### src/rtl/display_bcd_8bits_pkg.sv
// Shared encodings for the 8-bit BCD display: FSM states, active-low gfedcba
// segment patterns, anode reset pattern and the double-dabble nibble adjust.
package display_bcd_8bits_pkg;

    typedef enum logic {
        IDLE = 1'b0,
        CONV = 1'b1
    } state_t;

    localparam int NUM_DIGITS = 3;

    localparam logic [6:0] SEG_0     = 7'b1000000;
    localparam logic [6:0] SEG_1     = 7'b1111001;
    localparam logic [6:0] SEG_2     = 7'b0100100;
    localparam logic [6:0] SEG_3     = 7'b0110000;
    localparam logic [6:0] SEG_4     = 7'b0011001;
    localparam logic [6:0] SEG_5     = 7'b0010010;
    localparam logic [6:0] SEG_6     = 7'b0000010;
    localparam logic [6:0] SEG_7     = 7'b1111000;
    localparam logic [6:0] SEG_8     = 7'b0000000;
    localparam logic [6:0] SEG_9     = 7'b0010000;
    localparam logic [6:0] SEG_BLANK = 7'b1111111;

    localparam logic [2:0] AN_IDLE = 3'b110;

    // Any nibble >= 5 gets +3 so the following left shift carries into the next digit.
    function automatic logic [11:0] dd_adjust(input logic [11:0] w);
        logic [11:0] r;
        for (int i = 0; i < NUM_DIGITS; i++) begin
            r[i*4 +: 4] = (w[i*4 +: 4] >= 4'd5) ? w[i*4 +: 4] + 4'd3 : w[i*4 +: 4];
        end
        return r;
    endfunction

endpackage

### src/rtl/display_bcd_8bits_bcd_to_seg7.sv
// Combinational BCD digit to active-low gfedcba 7-segment decoder;
// codes 10..15 decode to a blank digit.
module bcd_to_seg7
    import display_bcd_8bits_pkg::*;
(
    input  logic [3:0] bcd,
    output logic [6:0] seg
);

    always_comb begin
        seg = SEG_BLANK;
        case (bcd)
            4'd0:    seg = SEG_0;
            4'd1:    seg = SEG_1;
            4'd2:    seg = SEG_2;
            4'd3:    seg = SEG_3;
            4'd4:    seg = SEG_4;
            4'd5:    seg = SEG_5;
            4'd6:    seg = SEG_6;
            4'd7:    seg = SEG_7;
            4'd8:    seg = SEG_8;
            4'd9:    seg = SEG_9;
            default: seg = SEG_BLANK;
        endcase
    end

endmodule

### src/rtl/display_bcd_8bits.sv
// Binary-to-BCD (sequential double-dabble) converter driving a 3-digit multiplexed
// active-low 7-segment display. Define LEADING_ZERO_BLANK_EN to blank leading zeros.
module display_bcd_8bits
    import display_bcd_8bits_pkg::*;
#(
    parameter int WIDTH    = 8,
    parameter int SCAN_DIV = 50000
) (
    input  logic             clk,
    input  logic             rst,
    input  logic [WIDTH-1:0] value_in,
    output logic             busy,
    output logic [11:0]      bcd_out,
    output logic [2:0]       an,
    output logic [6:0]       seg
);

    localparam int PW = $clog2(SCAN_DIV);
    localparam logic [PW-1:0] PRESC_MAX = PW'(SCAN_DIV - 1);

    state_t           state, state_nxt;
    logic             start, done;
    logic [WIDTH-1:0] last_sampled;
    logic [WIDTH-1:0] shift_reg, shift_nxt;
    logic [11:0]      work, work_adj, work_nxt;
    logic [2:0]       cnt;
    logic [PW-1:0]    presc;
    logic [1:0]       idx;
    logic [3:0]       digit;
    logic             blank;
    logic [6:0]       seg_dec;

    assign busy      = (state == CONV);
    assign work_adj  = dd_adjust(work);
    assign work_nxt  = {work_adj[10:0], shift_reg[WIDTH-1]};
    assign shift_nxt = {shift_reg[WIDTH-2:0], 1'b0};

    always_ff @(posedge clk) begin
        if (rst) state <= IDLE;
        else     state <= state_nxt;
    end

    always_comb begin
        state_nxt = state;
        start     = 1'b0;
        done      = 1'b0;
        case (state)
            IDLE: begin
                if (value_in != last_sampled) begin
                    start     = 1'b1;
                    state_nxt = CONV;
                end
            end
            CONV: begin
                if (cnt == 3'd7) begin
                    done      = 1'b1;
                    state_nxt = IDLE;
                end
            end
            default: state_nxt = IDLE;
        endcase
    end

    // Conversion datapath: bcd_out only changes on the final shift, so an abort leaves it clean.
    always_ff @(posedge clk) begin
        if (rst) begin
            last_sampled <= '0;
            shift_reg    <= '0;
            work         <= '0;
            cnt          <= '0;
            bcd_out      <= '0;
        end else if (start) begin
            last_sampled <= value_in;
            shift_reg    <= value_in;
            work         <= '0;
            cnt          <= '0;
        end else if (state == CONV) begin
            work      <= work_nxt;
            shift_reg <= shift_nxt;
            cnt       <= cnt + 3'd1;
            if (done) bcd_out <= work_nxt;
        end
    end

    // Digit scan runs freely, independent of the converter.
    always_ff @(posedge clk) begin
        if (rst) begin
            presc <= '0;
            idx   <= '0;
        end else if (presc == PRESC_MAX) begin
            presc <= '0;
            idx   <= (idx == 2'(NUM_DIGITS - 1)) ? 2'd0 : idx + 2'd1;
        end else begin
            presc <= presc + PW'(1);
        end
    end

    always_comb begin
        digit = '0;
        blank = 1'b0;
        case (idx)
            2'd0:    digit = bcd_out[3:0];
            2'd1:    digit = bcd_out[7:4];
            default: digit = bcd_out[11:8];
        endcase
`ifdef LEADING_ZERO_BLANK_EN
        case (idx)
            2'd1:    blank = (bcd_out[11:8] == 4'd0) && (bcd_out[7:4] == 4'd0);
            2'd2:    blank = (bcd_out[11:8] == 4'd0);
            default: blank = 1'b0;
        endcase
`endif
    end

    bcd_to_seg7 u_dec (
        .bcd (digit),
        .seg (seg_dec)
    );

    always_ff @(posedge clk) begin
        if (rst) begin
            an  <= AN_IDLE;
            seg <= SEG_0;
        end else begin
            an  <= ~(3'b001 << idx);
            seg <= blank ? SEG_BLANK : seg_dec;
        end
    end

endmodule

### config.mk
export PLATFORM = sky130hd
export DESIGN_NAME = display_bcd_8bits
export DESIGN_NICKNAME = d
export VERILOG_FILES = /design/src/rtl/display_bcd_8bits_pkg.sv /design/src/rtl/display_bcd_8bits_bcd_to_seg7.sv /design/src/rtl/display_bcd_8bits.sv
export SDC_FILE = /design/constraint.sdc
export NUM_CORES = 1
export LEC_CHECK = 0
export ABC_AREA = 1
export BUFFER_PORTS_ARGS = -buffer_cell sky130_fd_sc_hd__buf_4
export CORE_UTILIZATION = 45
export DETAILED_ROUTE_END_ITERATION = 10
export PLACE_DENSITY_LB_ADDON = 0.08
export SETUP_SLACK_MARGIN = 0.02
export SKIP_LAST_GASP = 1
export SYNTH_ARGS = -nofsm -noshare
export SYNTH_HDL_FRONTEND = slang
export SYNTH_HIERARCHICAL = 1
export SYNTH_SLANG_ARGS = --single-unit
### constraint.sdc
create_clock -name clk -period 5.03 [get_ports clk]
set_input_delay 0.503 -clock clk [delete_from_list [all_inputs] [get_ports clk]]
set_output_delay 0.503 -clock clk [all_outputs]
set_load 0.005 [all_outputs]
## Word level (Yosys, flattened, before mapping)

Memories as Yosys holds them, arrays and structs flattened. A register that Yosys moved wholly into a read port is not among the register bits.
Cells that the tools add are included.
Widths: inputs -> output; s select.

| operators by class | value |
|---|---|
| $add $sub $neg | 6 |
| order comparisons | 3 |
| equality and inequality tests | 5 |
| shifts and indexed selects | 1 |
| multiplexer cells | 13 |
| bitwise gates (word level) | 3 |
| reduce and logical (&&, ||, !) cells | 5 |

Operator list:

| operator | count |
|---|---|
| $add 16x1->16 const B | 1 |
| $eq 16x16->1 const B | 1 |
| $mux 8 | 2 |
| $ge 4x3->1 const B | 3 |
| $add 4x2->4 const B | 2 |
| $mux 4 | 2 |
| $ne 8x8->1 | 1 |
| $pmux 4 s2 | 1 |
| $mux 1 | 5 |
| $reduce_or 2->1 | 2 |
| $add 3x1->3 const B | 1 |
| $add 3x2->3 const B | 1 |
| $eq 3x3->1 const B | 1 |
| $mux 3 | 1 |
| $not 3->3 | 1 |
| $reduce_and 3->1 | 1 |
| $shl 1x2->3 const A | 1 |
| $add 2x1->2 const B | 1 |
| $eq 2x1->1 const B | 1 |
| $eq 2x2->1 const B | 1 |
| $logic_not 2->1 | 1 |
| $mux 2 | 1 |
| $not 1->1 | 2 |
| $pmux 1 s2 | 1 |
| $reduce_bool 2->1 | 1 |

| storage, ports and cells | value |
|---|---|
| flip-flop bits (word level) | 65 |
| memory bits (read-only) | 112 |
| input bits | 10 |
| logic and storage cells | 46 |
| memories | 1 |

Memories:

| name | depth | width | read ports | clocked after Yosys merged registers in | wr ports | RTL line | source |
|---|---|---|---|---|---|---|---|
| (no name shown) | 16 | 7 | 1 | 1 | 0 | display_bcd_8bits_bcd_to_seg7.sv:12 | `case (bcd)` |

## Depth between registers and ports, before layout

| depth | value |
|---|---|
| depth in word-level cells | 5 |
| depth in mapped cells | 12 |
| depth with buffers taken out | 12 |

## Hierarchy

The synthesis kept the hierarchy.

Modules (own cells, without submodules):

| module | instances | cells an instance | area an instance (um^2) | seq. area each (um^2) |
|---|---|---|---|---|
| display_bcd_8bits | 1 | 438 | 3245.6 | 1441.4 |
| bcd_to_seg7 | 1 | 35 | 187.7 | 0.0 |

## Least setup slack after synthesis

No wires, ideal clock.

| timing | value |
|---|---|
| path type | register to register |
| start point | register idx[1] |
| end point | register seg[3] |
| library setup time | 0.128 ns |
| arrival | 1.508 ns |
| required time | 4.902 ns |
| slack | 3.395 ns |
| cell stages (with the launch flop) | 11 |
| period minus slack after synthesis | 1.635 ns |
| path through | dfxtp_1 -> nor2_1 -> nand2_1 -> o211ai_1 -> inv_1 -> ha_1 -> nand2_1 -> nand3_1 -> nand2_1 -> inv_1 -> nor2_1 |

| on the way | value |
|---|---|
| longest elaborated chain between the ends | 2 |
| elaborated cells on any way between the ends | 3 |
| those cells by class | eq/ne (1); mux (1); reduce/logical (1) |

RTL lines:

| item | RTL line | source |
|---|---|---|
| from (decl) | display_bcd_8bits.sv:28 | `logic [1:0] idx;` |
| from (signal assigned) | display_bcd_8bits.sv:92 | `idx <= (idx == 2'(NUM_DIGITS - 1)) ? 2'd0 : idx + 2'd1;` |
| $eq 2x1->1 or $logic_not 2->1 (tied branches) | display_bcd_8bits.sv:101 | `case (idx)` |
| $pmux 4 s2 * | display_bcd_8bits.sv:101 |  |
| named net digit[1] | display_bcd_8bits.sv:29 | `logic [3:0] digit;` |
| to (decl) | display_bcd_8bits.sv:15 | `output logic [6:0] seg` |

The timed path passes the listed nets; every way through them passes the cells marked *.
A chain may end at the register's enable or synchronous reset.

## Worst setup path in the final report

| timing | value |
|---|---|
| start point | register state (netlist: busy) |
| end point | register last_sampled[0] |

| on the way | value |
|---|---|
| longest elaborated chain between the ends | 1 |

RTL lines:

| item | RTL line | source |
|---|---|---|
| from (decl) | display_bcd_8bits.sv:21 | `state_t state, state_nxt;` |
| from (signal assigned) | display_bcd_8bits.sv:40 | `else state <= state_nxt;` |
| $mux 1 | display_bcd_8bits.sv:47 | `case (state)` |
| to (signal assigned) | display_bcd_8bits.sv:73 | `last_sampled <= value_in;` |
| to (decl) | display_bcd_8bits.sv:23 | `logic [WIDTH-1:0] last_sampled;` |

No other way between the ends.

==> reports/qor.json <==
{
  "placement": {
    "placedInstanceArea_um2": 3736,
    "dp.final_hpwl_um": 5301,
    "numPlacedInstances": 593,
    "gp_routability_congestion": 0.7635,
    "buffer_ports.inserted": 32
  },
  "grt": {
    "groute.usage.overall_pct": 20.28,
    "grt_max_degree": 38,
    "antenna_found_initial": 0,
    "grt_pass1_wl_um": 12130,
    "grt.overflow.total": 0,
    "via_count_of_the_first_global_routing_pass": 2497
  },
  "sta": {
    "maxSlewHeadroom_pct": 29.63,
    "max_freq_mhz": 373.1,
    "finalSetupViolCount": 0,
    "worst-slew-pin-transition_ns": 1.049,
    "unrepaired_setup_endpoints_after_global_routing": "false",
    "tns_ns": 0,
    "timing.clock.skew_ns": 0.01069,
    "period_minus_slack_ns": 2.681,
    "finalCritPeriodShare_pct": 53.29,
    "slew_violations": 0,
    "timing_hold_violations_final": 0
  },
  "synthesis": {
    "ys_types": 29,
    "ys_dominant_reg_cell": "sky130_fd_sc_hd__dfxtp_1",
    "synthesis.area_um2": 3433,
    "share_of_async_settable_or_async_resettable_flops_after_synthesis_pct": 0,
    "synthesis.yosys.warnings": 6,
    "ys_seq_area_share_pct": 41.98,
    "synth.ff_latch_count": 72,
    "synth.net_count": 497,
    "syn-mean-instance-area_um2": 7.259,
    "synthesis.instances": 473,
    "number_of_enable_flip_flop_cells_after_synthesis": 0
  },
  "cts": {
    "clk_pin_slew_worst_paths_ns": 0.08,
    "cts-root-buf": "sky130_fd_sc_hd__clkbuf_8",
    "clock_sink_count": 72,
    "cts.hold.buffers_added": 0,
    "h-tree-depth": 3,
    "cts-buffers-inserted": 9,
    "cts.repair_timing.setup_buffer_count": 0,
    "worst_skew_pair.late_latency_ns": 0.34,
    "tritoncts": "done",
    "ctsResizeCount": 0,
    "max-clock-path-buffers": 2
  },
  "drt": {
    "wire_per_inst_um": 12.02,
    "drt_wl_total_um": 7323,
    "route.vias.total": 2914,
    "drc_errors": 0,
    "ant_nets": 0,
    "detailedRoute.firstIterationViolations": 137,
    "router_iterations_before_antenna_repair": 4,
    "avgViaCountPerCell": 4.785
  },
  "critical_path": {
    "critical_path.max_fanout": 37,
    "criticalPathCategory": "flop to flop",
    "worst_ep_required_ns": 5.30,
    "reg2regPathDepth": 4,
    "timing.rr.start": "busy$_SDFF_PP0_",
    "startpoint": "busy$_SDFF_PP0_",
    "worst_setup_path_start_kind": "flop",
    "cp.arrival_ns": 2.95,
    "critical_path.endpoint_type": "flop",
    "crit-reg2reg-capture": "last_sampled[0]$_SDFFE_PP0P_",
    "setup.reg_to_reg.worst_slack_ns": 2.35
  },
  "floorplan": {
    "design.core.area_um2": 7331,
    "die_height_um": 89.35,
    "top_level_ports": 33,
    "dieArea_um2": 7983,
    "initial_core_util_pct": 46.83,
    "number_of_core_rows": 31,
    "die_extent_in_x_um": 89.35
  },
  "finish": {
    "filler_cell_count": 730,
    "regs_by_ff_count": "presc: 16 flops, bcd_out: 12 flops, work: 12 flops",
    "n_antenna_cell": 0,
    "ratio_of_cells_with_drive_above_1_in_the_final_layout_pct": 15.10,
    "design_area_um2": 3956,
    "final-instance-count-excl-fill": 609,
    "flip_flop_count_of_the_largest_register_all_copies_and_words_added": 16,
    "registers.top_by_ff_count": "presc",
    "total_number_of_nets_in_the_final_design": 529,
    "post-route-util_pct": 53.97,
    "layout_area_overhead_pct": 15.23
  },
  "min_path": {
    "whs_endpoint": "an[2]$_SDFF_PP1_",
    "hold_path_class": "flop to flop",
    "hold_path_start": "idx[1]$_SDFFE_PP0N_",
    "timing.hold.worst_path_depth": 1
  },
  "power": {
    "p_leak_nw": 1.665,
    "max-vdd-ir-drop_uv": 145.1,
    "p_per_area_nw_per_um2": 290.6
  },
  "status": {
    "status": "finished clean"
  },
  "job": {
    "max_cap_violations": 0
  }
}
==> critical path, cell delays in order, from the launching register on <==
cell and delay [ns]:
sky130_fd_sc_hd__dfxtp_1 0.75, sky130_fd_sc_hd__clkinv_1 1.03, sky130_fd_sc_hd__nand2_8 0.40, sky130_fd_sc_hd__nand2_4 0.19, sky130_fd_sc_hd__o21ai_0 0.22
==> worst max path at each step <==
| stage | cells after the start | slack (ns) | end |
|---|---|---|---|
| 6_report | 4 | 2.35 | last_sampled[0]$_SDFFE_PP0P_ |
| 3_5_place_dp | 4 | 2.38 | last_sampled[0]$_SDFFE_PP0P_ |
| 5_1_grt | 4 | 1.97 | last_sampled[0]$_SDFFE_PP0P_ |
| 4_1_cts | 4 | 2.34 | last_sampled[0]$_SDFFE_PP0P_ |
| 2_1_floorplan | 10 | 3.39 | seg[3]$_SDFF_PP0_ |
| 3_3_place_gp | 4 | 2.42 | last_sampled[0]$_SDFFE_PP0P_ |
==> area by class of cell <==
class	count	area (µm²)	area share [%]
Clock inverter	6	82.58	2.087
Sequential cell	72	1441	36.43
Timing Repair Buffer	32	240.2	6.072
Multi-Input combinational cell	320	1668	42.16
Inverter	70	262.8	6.641
Clock buffer	10	137.6	3.479
Tap cell	99	123.9	3.131
==> cells in the mapped netlist (3+ instances only) <==
cell type	instances	area [µm²]
sky130_fd_sc_hd__o21ai_0	24	120.1
sky130_fd_sc_hd__nand2_1	130	488.0
sky130_fd_sc_hd__ha_1	14	175.2
sky130_fd_sc_hd__nand3_1	32	160.2
sky130_fd_sc_hd__o22ai_1	3	18.77
sky130_fd_sc_hd__or2_2	12	75.07
sky130_fd_sc_hd__buf_2	7	35.03
sky130_fd_sc_hd__dfxtp_1	72	1441
sky130_fd_sc_hd__a21oi_2	9	78.83
sky130_fd_sc_hd__xor2_1	5	43.79
sky130_fd_sc_hd__nor2_1	31	116.4
sky130_fd_sc_hd__o211ai_1	4	30.03
sky130_fd_sc_hd__a21oi_1	25	125.1
sky130_fd_sc_hd__nand4_1	11	68.82
sky130_fd_sc_hd__nor3_1	5	25.02
sky130_fd_sc_hd__xnor2_1	4	35.03
sky130_fd_sc_hd__inv_1	68	255.2
==> routing by layer <==
layer | up-vias | wire (µm) | GRT usage [%]
li1 | 1567 | - | -
met1 | 1302 | 3741 | 28.56
met2 | 43 | 3331 | 30.19
met3 | 2 | 218 | 3.693
met4 | 0 | 31 | 9.091
met5 | - | 0 | 0
==> cells by family (layout without fill, tap and decap cells) <==
kind of cell	count (synthesis)	after routing	share of synthesized area, %
adder cells (fa/ha/maj)	14	14	5.102
AND/OR/NAND/NOR	229	229	29.63
AO/OA/AOI/OAI	68	68	11.55
flip-flops	72	72	41.98
buffers and inverters	81	118	9.438
XOR/XNOR	9	9	2.296
==> metrics by stage <==
stage	hold WS [ns]	total power [mW]	setup WS [ns]
floorplan	0.4079	0.6431	3.395
global placement	0.4338	0.6577	2.425
detailed placement	0.4431	0.6586	2.379
CTS	0.4574	1.164	2.341
global route	0.4615	1.202	1.968
finish	0.4559	1.150	2.349
==> power by group <==
group          internal, mW  leakage (nW)  switching [mW]
logic                0.0200         0.969          0.0368
clock network         0.290         0.112           0.214
registers             0.580         0.584         0.00858
total                 0.890          1.66           0.260
==> cell usage in the layout (no fill, tap or decap), types with 9 or more instances in the layout <==
master,count
sky130_fd_sc_hd__a21oi_1,25
sky130_fd_sc_hd__a21oi_2,9
sky130_fd_sc_hd__buf_4,32
sky130_fd_sc_hd__clkbuf_8,10
sky130_fd_sc_hd__dfxtp_1,72
sky130_fd_sc_hd__ha_1,14
sky130_fd_sc_hd__inv_1,68
sky130_fd_sc_hd__nand2_1,130
sky130_fd_sc_hd__nand3_1,32
sky130_fd_sc_hd__nand4_1,11
sky130_fd_sc_hd__nor2_1,31
sky130_fd_sc_hd__o21ai_0,24
sky130_fd_sc_hd__or2_2,12
No activity file was read; power rests on OpenSTA's default activity.
